### config.mk
export PLATFORM = sky130hd
export DESIGN_NAME = proc_run_controller
export DESIGN_NICKNAME = d
export VERILOG_FILES = /design/src/rtl/proc_ctrl_pkg.sv /design/src/rtl/run_timer.sv /design/src/rtl/proc_run_controller.sv
export SDC_FILE = /design/constraint.sdc
export NUM_CORES = 1
export LEC_CHECK = 0
export ABC_AREA = 1
export BUFFER_PORTS_ARGS = -buffer_cell sky130_fd_sc_hd__buf_4
export CORE_MARGIN = 2
export CORE_UTILIZATION = 44
export DETAILED_ROUTE_END_ITERATION = 16
export PLACE_DENSITY = 0.85
export SYNTH_ARGS = -nofsm -noshare
export SYNTH_HDL_FRONTEND = slang
export SYNTH_SLANG_ARGS = --single-unit
### constraint.sdc
create_clock -name CLK -period 1.55 [get_ports CLK]
set_input_delay 0.155 -clock CLK [delete_from_list [all_inputs] [get_ports CLK]]
set_output_delay 0.155 -clock CLK [all_outputs]
set_load 0.05 [all_outputs]
### src/rtl/proc_ctrl_pkg.sv
// proc_ctrl_pkg: shared state type and width constants for the processor run controller
package proc_ctrl_pkg;
    localparam int DATA_W_DEFAULT = 16;
    localparam int INST_W = 32;
    typedef enum logic [1:0] {IDLE, HOLD, RUN} state_t;
endpackage

### src/rtl/run_timer.sv
// run_timer: HOLD down-counter and saturating RUN-cycle counter for proc_run_controller
module run_timer
    import proc_ctrl_pkg::*;
#(
    parameter int RESET_CYCLES = 2
) (
    input  logic              clk,
    input  logic              rst,
    input  logic              load,
    input  logic              hold_en,
    input  logic              run_en,
    output logic              hold_done,
    output logic [INST_W-1:0] run_cycles
);
    logic [3:0] hold_cnt;

    assign hold_done = hold_cnt == 4'd0;

    always_ff @(posedge clk) begin
        if (rst) begin
            hold_cnt   <= '0;
            run_cycles <= '0;
        end else if (load) begin
            hold_cnt   <= 4'(RESET_CYCLES - 1);
            run_cycles <= '0;
        end else begin
            if (hold_en && !hold_done) hold_cnt <= hold_cnt - 4'd1;
            if (run_en && run_cycles != '1) run_cycles <= run_cycles + INST_W'(1);
        end
    end
endmodule

### src/rtl/proc_run_controller.sv
// proc_run_controller: sequences one processor run (reset hold, run, capture on halt or budget)
module proc_run_controller
    import proc_ctrl_pkg::*;
#(
    parameter int RESET_CYCLES = 2,
    parameter int DATA_W       = DATA_W_DEFAULT
) (
    input  logic              CLK,
    input  logic              reset,
    input  logic              start,
    input  logic [DATA_W-1:0] arg0,
    input  logic [DATA_W-1:0] arg1,
    input  logic [INST_W-1:0] max_insts,
    input  logic              halt,
    input  logic [INST_W-1:0] inst_count,
    input  logic [DATA_W-1:0] top_of_stack,
    input  logic [DATA_W-1:0] second_of_stack,
    output logic              proc_reset,
    output logic [DATA_W-1:0] getin,
    output logic [DATA_W-1:0] getin2,
    output logic              busy,
    output logic              done,
    output logic              timeout,
    output logic [DATA_W-1:0] result,
    output logic [DATA_W-1:0] result2,
    output logic [INST_W-1:0] run_cycles
);
    state_t state;
    logic   hold_done;
    logic   accept;
    logic   budget_hit;

    assign accept     = state == IDLE && start;
    assign budget_hit = max_insts != '0 && inst_count >= max_insts;

    run_timer #(.RESET_CYCLES(RESET_CYCLES)) u_timer (
        .clk       (CLK),
        .rst       (reset),
        .load      (accept),
        .hold_en   (state == HOLD),
        .run_en    (state == RUN),
        .hold_done (hold_done),
        .run_cycles(run_cycles)
    );

    always_ff @(posedge CLK) begin
        if (reset) begin
            state      <= IDLE;
            proc_reset <= 1'b1;
            busy       <= 1'b0;
            done       <= 1'b0;
            timeout    <= 1'b0;
            getin      <= '0;
            getin2     <= '0;
            result     <= '0;
            result2    <= '0;
        end else begin
            done <= 1'b0;
            case (state)
                IDLE: if (start) begin
                    getin   <= arg0;
                    getin2  <= arg1;
                    timeout <= 1'b0;
                    busy    <= 1'b1;
                    state   <= HOLD;
                end
                HOLD: if (hold_done) begin
                    proc_reset <= 1'b0;
                    state      <= RUN;
                end
                RUN: if (halt || budget_hit) begin
                    // halt wins over a simultaneous budget hit
                    result     <= top_of_stack;
                    result2    <= second_of_stack;
                    timeout    <= !halt;
                    done       <= 1'b1;
                    busy       <= 1'b0;
                    proc_reset <= 1'b1;
                    state      <= IDLE;
                end
                default: begin
                    proc_reset <= 1'b1;
                    busy       <= 1'b0;
                    state      <= IDLE;
                end
            endcase
        end
    end
endmodule

==> key figures, run 1 <==
Placed design
  • Placed cell areas: about 8400 um^2
  • Placed cells: 1240
  • DP Worst Slack: -0.436 ns
  • PortBufs: 231
  • GPL Wtd Cong: 0.981
  • Hpwl dp: between 10000 and 15000 um

Yosys
  • Most common cell in the netlist: nand2_1
  • Yosys top cell area share: 37.4%
  • Distinct cells, synth: 40
  • Synth area leader: dfxtp_1
  • Top post-synthesis cells by count: nand2_1 (159), nor2_1 (112), dfxtp_1 (106)
  • Synth Warn #: 0
  • Syn_area_per_cell: 7.26 um^2
  • Synth Cell Area: 5670 um^2
  • Cell count after synthesis: 781
  • Syn nets: about 950
  • Top FF cell, synth: dfxtp_1
  • Synth top area cells: dfxtp_1 (37%), nand2_1 (11%), ha_1 (7.5%)
  • Fraction of registers with async set/reset: 0%
  • Post-synth EDFFs: 0
  • Sequential area share after synthesis: 37.4%
  • #FFs+latches synth: 106

Finish
  • Fin nets: around 1300
  • Fin cells: around 1300
  • Syn-to-layout area delta: 68.9%
  • Diode count: 0
  • Final instance area: 9580 um^2
  • Register area: 2190 um^2
  • Multi-input logic area: 3780 um^2
  • Fraction of layout cells with a size suffix above 1: 52.2%
  • Final Util: around three quarters
  • Fillers: 860

Power and ir drop
  • Leak: 4.27 nW
  • Total Power: 7.78 mW
  • Power Dens Cells: a little over 800 nW/um^2
  • Switching share of power: 33.7%
  • Maximum vdd drop: 0.865 mV
  • Proportion of power drawn by flip-flops and latches: 38.0%
  • Clk pwr share: 32.5%
  • Net Switching: 2.62 mW
  • P_int: 5.16 mW
  • Comb pwr share: 29.5%

Floorplan
  • Row count: 41
  • Initial Utilization: about 45%
  • Core Footprint: between 10000 and 15000 um^2
  • DIE WIDTH: ~120 um
  • Ports: 232
  • Die area: 13800 um^2
  • Die span in y: around 120 um

Setup path
  • Max stage delay on crit path: 0.37 ns
  • Slowest stage cell, crit path: dfxtp_4
  • CP cell instances: ha_4 > inv_4 > nor3_4 > nand2_2 > nor2_1 > nand2_1 > xnor2_1 > nand2_1 > a21oi_2
  • Crit start category: flip-flop
  • Crit path DAT: 1.99 ns
  • WS Path Type: flip-flop to flip-flop
  • Endpoint class of the critical path: flip-flop
  • Critical Path Fanout Max: 3
  • Worst EP required: 1.84 ns
  • CP dominant cell by count: nand2_1

STA
  • Slew headroom: 66.7%
  • Hold Slack: roughly 0.015 ns
  • Final setup fails: 57
  • Final period util: 109%
  • Top achievable clock speed: 0.589 GHz
  • Slew Viols, Final: 0
  • Fin crit period: 1.70 ns
  • Final WS setup: -0.147 ns
  • Clock skew: 0.0112 ns
  • RSZ-0062 raised after global routing: yes
  • Number of failing hold endpoints at the final stage: 0
  • TNS Setup: -4.22 ns
  • Measured slew at the worst slew-check pin: 0.499 ns

GRT
  • Antenna violations before repair: 0
  • First-pass GRT wire length: 29600 um
  • Total track usage: between 20% and 30%
  • Number of global-route vias before repair: about 6500
  • Largest net degree at the start of global routing: 38
  • Total gr overflow: 0

Clock network
  • Root Buffer: clkbuf_16
  • Worst-skew pair later-pin latency: between 0.3 and 0.4 ns
  • Clock-pin slew on the worst setup and hold paths: roughly 0.08 ns
  • Number of CTS-inserted buffers: 9
  • Hold buffers post-CTS: 0
  • Clock tree from TritonCTS: done
  • Max clock buf depth: 2
  • H-tree levels: 3
  • Clock tree sinks: around 110

Drt
  • DRC: 0
  • Wire per inst: around 16 um
  • Drt pass-1 iters: 5
  • Post-route ant nets: 0
  • Vias/cell: 5.21
  • DR iter-0 viols: 448
  • Via Count: 6681
  • Detailed Route WL: 20600 um

Worst hold path
  • Hold Crit Class: primary input to flip-flop

Run status
  • Status: complete, but fails checks
  • Failing checks: negative setup slack

Run
  • Max_cap viols: 0
## power groups by stage
stage | Combinational [mW] | Sequential, mW | Clock [mW]
finish | 2.29 | 2.96 | 2.53
global route | 2.44 | 2.97 | 2.65
CTS | 1.94 | 2.95 | 2.54
detailed placement | 1.91 | 3.01 | 0
global placement | 1.87 | 3.01 | 0
floorplan | 0.661 | 3.51 | 0
## cell usage in the layout, fill, tap and decap left out, types with 7 or more instances in the layout
cell and n:
xor2_1 13, ha_4 16, buf_12 8, dfxtp_2 24, inv_4 8, nand2_1 128, nor3_2 7, clkbuf_16 13
nor2_2 15, o21ai_0 35, nand3_2 13, inv_2 18, inv_1 50, buf_6 11, nand4_1 16, dfxtp_4 9
nand3_1 22, buf_4 315, dfxtp_1 73, nor2_1 99, a21oi_1 36, ha_1 18, a21oi_2 38, nor3_1 10
nand2_2 46
## cell families after synthesis
group,share of synthesized area [%]
buf+inv,8.18
compound gates,12.6
simple gates,31.3
fa+ha+maj,7.50
flops,37.4
xor+xnor,2.93
## routing by layer
layer | GRT usage, % | part of all wire [%] | up-vias
met2 | 47.1 | 52 | 263
met4 | 13.0 | 4.6 | 0
met5 | 0 | 0 | -
li1 | - | - | 3204
met3 | 5.47 | 5.4 | 80
met1 | 28.4 | 38 | 3134
## final cells by class
cell class | instances | share of cell area (%)
flip-flops and latches | 106 | 22.8
clock buffers | 10 | 2.61
well taps | 172 | 2.25
clock inverters | 6 | 0.836
repair buffers | 339 | 28.7
multi-input cells | 571 | 39.4
inverters | 78 | 3.32
## worst max-delay path, delay by kind of cell, from the launching register on
family	cells	cell delay [ns]
AO/OA/AOI/OAI	1	0.11
XOR/XNOR	1	0.17
adder cells (fa/ha/maj)	1	0.15
buffers and inverters	1	0.04
flip-flops	1	0.37
AND/OR/NAND/NOR	5	0.79
## registers in the layout, indices dropped and copies added (netlist names)
register / cells
u_timer.run_cycles: 32
getin2: 16
getin: 16
result2: 16
result: 16
u_timer.hold_cnt: 4
state: 2
busy: 1
done: 1
proc_reset: 1
timeout: 1
## worst paths after layout
check / depth (start not counted) / slack [ns] / to / start
worst max-delay path: 9 / -0.15 / u_timer.run_cycles[26] / u_timer.run_cycles[1]
worst min-delay path: 3 / 0.01 / getin2[15] / arg1[15]
worst max register to register: 9 / -0.15 / u_timer.run_cycles[26] / u_timer.run_cycles[1]
worst min register to register: 2 / 0.46 / proc_reset / proc_reset
## what timing repair did
item                       4_1_cts  5_1_grt
setup endpoints to repair       46       69
pin swaps                        6       56
gates resized for setup         19      130
gates cloned                     0        8
buffers inserted                 5       13
(Power assumes the default switching activity.)
==> run 2: changes to the inputs <==
- PLACE_DENSITY: 0.85 -> unset
- PLACE_DENSITY_LB_ADDON: unset -> 0.2
- RECOVER_POWER: unset -> 50
==> run 2 against run 1 <==
Against the previous run: the run still ends with negative setup slack left; utilization increased by 0.14 points; clock skew decreased by 0.0037 ns; first-iteration DRC count decreased by 1.8%; cell count increased by 0.23%; maximum frequency decreased by 3.1%; critical endpoint unchanged; largest power group unchanged; highest routed layer unchanged.
==> key figures, run 2 (synthesis gave the netlist of run 1 again) <==
Run status
  • Status: complete, but fails checks
  • Failing checks: negative setup slack

Power and ir drop
  • Maximum vdd drop: 0.608 mV
  • Power Dens Cells: just under 800 nW/um^2
  • Total Power: around 7.4 mW
  • Leak: 4.13 nW
  • Clk pwr share: 30.6%
  • P_int: 4.89 mW
  • Net Switching: 2.54 mW
  • Comb pwr share: 29.6%
  • Proportion of power drawn by flip-flops and latches: 39.8%
  • Switching share of power: 34.2%

Placed design
  • DP Worst Slack: -0.392 ns
  • Hpwl dp: 13100 um
  • GPL Wtd Cong: 0.918
  • Placed cells: 1247
  • PortBufs: between 200 and 250

Finish
  • Commonest non-fill, non-tap cell in the layout: buf_4
  • Fraction of layout cells with a size suffix above 1: 49.4%
  • Reg with most FFs: u_timer.run_cycles
  • Commonest non-fill, non-tap cells in the layout: buf_4 (244), nand2_1 (110), nor2_1 (95)
  • Diode count: 0
  • Fin nets: 1274
  • Max reg flops: 32
  • Fin cells: between 1000 and 1500
  • Final Util: 76.1%
  • Syn-to-layout area delta: 69.2%

Clock network
  • Clock tree from TritonCTS: done
  • Number of CTS-inserted buffers: 9
  • Clock tree sinks: roughly 110
  • Clock-pin slew on the worst setup and hold paths: 0.07 ns
  • H-tree levels: 3
  • Max clock buf depth: 2
  • Hold buffers post-CTS: 0
  • Worst-skew pair later-pin latency: 0.35 ns
  • Root Buffer: clkbuf_16

Setup path
  • Reg2reg start: u_timer.run_cycles[1]
  • Endpoint class of the critical path: flip-flop
  • WS Path Type: flip-flop to flip-flop
  • Crit path DAT: 2.03 ns
  • Critical Path Fanout Max: 3
  • R2r setup slk: -0.20 ns
  • Endpoint of the worst register-to-register path: u_timer.run_cycles[26]
  • Worst EP required: 1.83 ns
  • R2R depth: 10
  • Crit start category: flip-flop

Worst hold path
  • Worst hold path stage count: 3
  • Hold Crit Class: primary input to flip-flop
  • WHS Endpoint: getin2[7]
  • HP Start: arg1[7]

GRT
  • Total track usage: between 20% and 30%
  • Total gr overflow: 0
  • Largest net degree at the start of global routing: 38
  • Number of global-route vias before repair: 6032
  • First-pass GRT wire length: 28000 um
  • Antenna violations before repair: 0

Floorplan
  • Initial Utilization: 44.9%
  • Die area: 13800 um^2
  • Ports: roughly 230
  • Row count: 41
  • Die span in y: 118 um
  • Core Footprint: between 10000 and 15000 um^2
  • DIE WIDTH: between 100 and 150 um

Run
  • Max_cap viols: 0

STA
  • Slew Viols, Final: 0
  • Final period util: 113%
  • Measured slew at the worst slew-check pin: 0.679 ns
  • Number of failing hold endpoints at the final stage: 0
  • Top achievable clock speed: 0.571 GHz
  • Slew headroom: 54.9%
  • Clock skew: approximately 0.0075 ns
  • RSZ-0062 raised after global routing: yes
  • Final setup fails: 59
  • Fin crit period: ~1.8 ns
  • TNS Setup: -3.82 ns
  • Final WS setup: -0.200 ns

Drt
  • DR iter-0 viols: 440
  • Wire per inst: 15.4 um
  • Detailed Route WL: 19800 um
  • Via Count: between 6000 and 7000
  • Drt pass-1 iters: 5
  • DRC: 0
  • Post-route ant nets: 0
  • Vias/cell: 5.13
==> run 2: changes by cell type in the layout (fill, tap and decap cells not counted), moves of 5 or more <==
cell and change:
a21oi_2 +6, buf_4 -71, nand2_1 -18, a21oi_1 -6, nand2_4 +16, clkbuf_1 +67
nor2_4 +5, clkbuf_2 +6
==> run 2: layer usage <==
metal | up-vias | GRT usage, % | share of wire (%)
li1 | 3209 | - | -
met1 | 3073 | 29.5 | 39
met2 | 248 | 43.0 | 51
met3 | 68 | 4.75 | 5.8
met4 | 0 | 8.89 | 3.7
met5 | - | 0 | 0
==> run 2: through the flow <==
stage                     instance area, um^2  hold WS (ns)
after floorplan                          5890         0.290
final                                    9600        0.0224
after detailed placement                 8400         0.384
after CTS                                8780        0.0168
after global routing                     9600        0.0195
after global placement                   8400         0.375
==> run 2: worst max-delay path, stage by stage (launching register included) <==
cell,delay (ns)
dfxtp_4,0.37
ha_4,0.15
inv_4,0.04
nor3_4,0.13
nand2_2,0.10
buf_4,0.15
nor2_2,0.20
nand2_1,0.15
xnor2_2,0.21
nand2_4,0.06
a21oi_2,0.14
==> run 2: cell type report <==
| class | count | area, um^2 |
|---|---|---|
| multi-input cells | 572 | 4040 |
| fillers | 972 | 3020 |
| repair buffers | 341 | 2550 |
| flip-flops and latches | 106 | 2190 |
| inverters | 78 | 318 |
| clock buffers | 12 | 258 |
| well taps | 172 | 215 |
| clock inverters | 4 | 33.8 |
==> run 2: power groups by stage <==
stage	logic, mW	registers [mW]	clock network [mW]
after floorplan	0.661	3.51	0
after global placement	1.88	3.01	0
after detailed placement	1.90	3.01	0
after CTS	1.91	2.95	2.31
after global routing	2.35	2.97	2.41
final	2.20	2.95	2.28
==> run 2: worst max path at each step <==
stage | to | slack (ns) | start | cells past startpoint
detailed placement | result[5] | -0.39 | max_insts[29] | 14
CTS | u_timer.run_cycles[14] | -0.11 | u_timer.run_cycles[1] | 10
global route | u_timer.run_cycles[29] | -0.36 | u_timer.run_cycles[18] | 10
global placement | result[13] | -0.35 | inst_count[28] | 13
floorplan | u_timer.run_cycles[26] | -0.12 | u_timer.run_cycles[1] | 11
finish | u_timer.run_cycles[26] | -0.20 | u_timer.run_cycles[1] | 10
==> run 2: repair_timing <==
action | 4_1_cts | 5_1_grt
gates cloned | 0 | 11
endpoints found under the setup margin | 45 | 68
pin swaps | 6 | 60
setup buffers | 3 | 8
gates resized for setup | 15 | 199
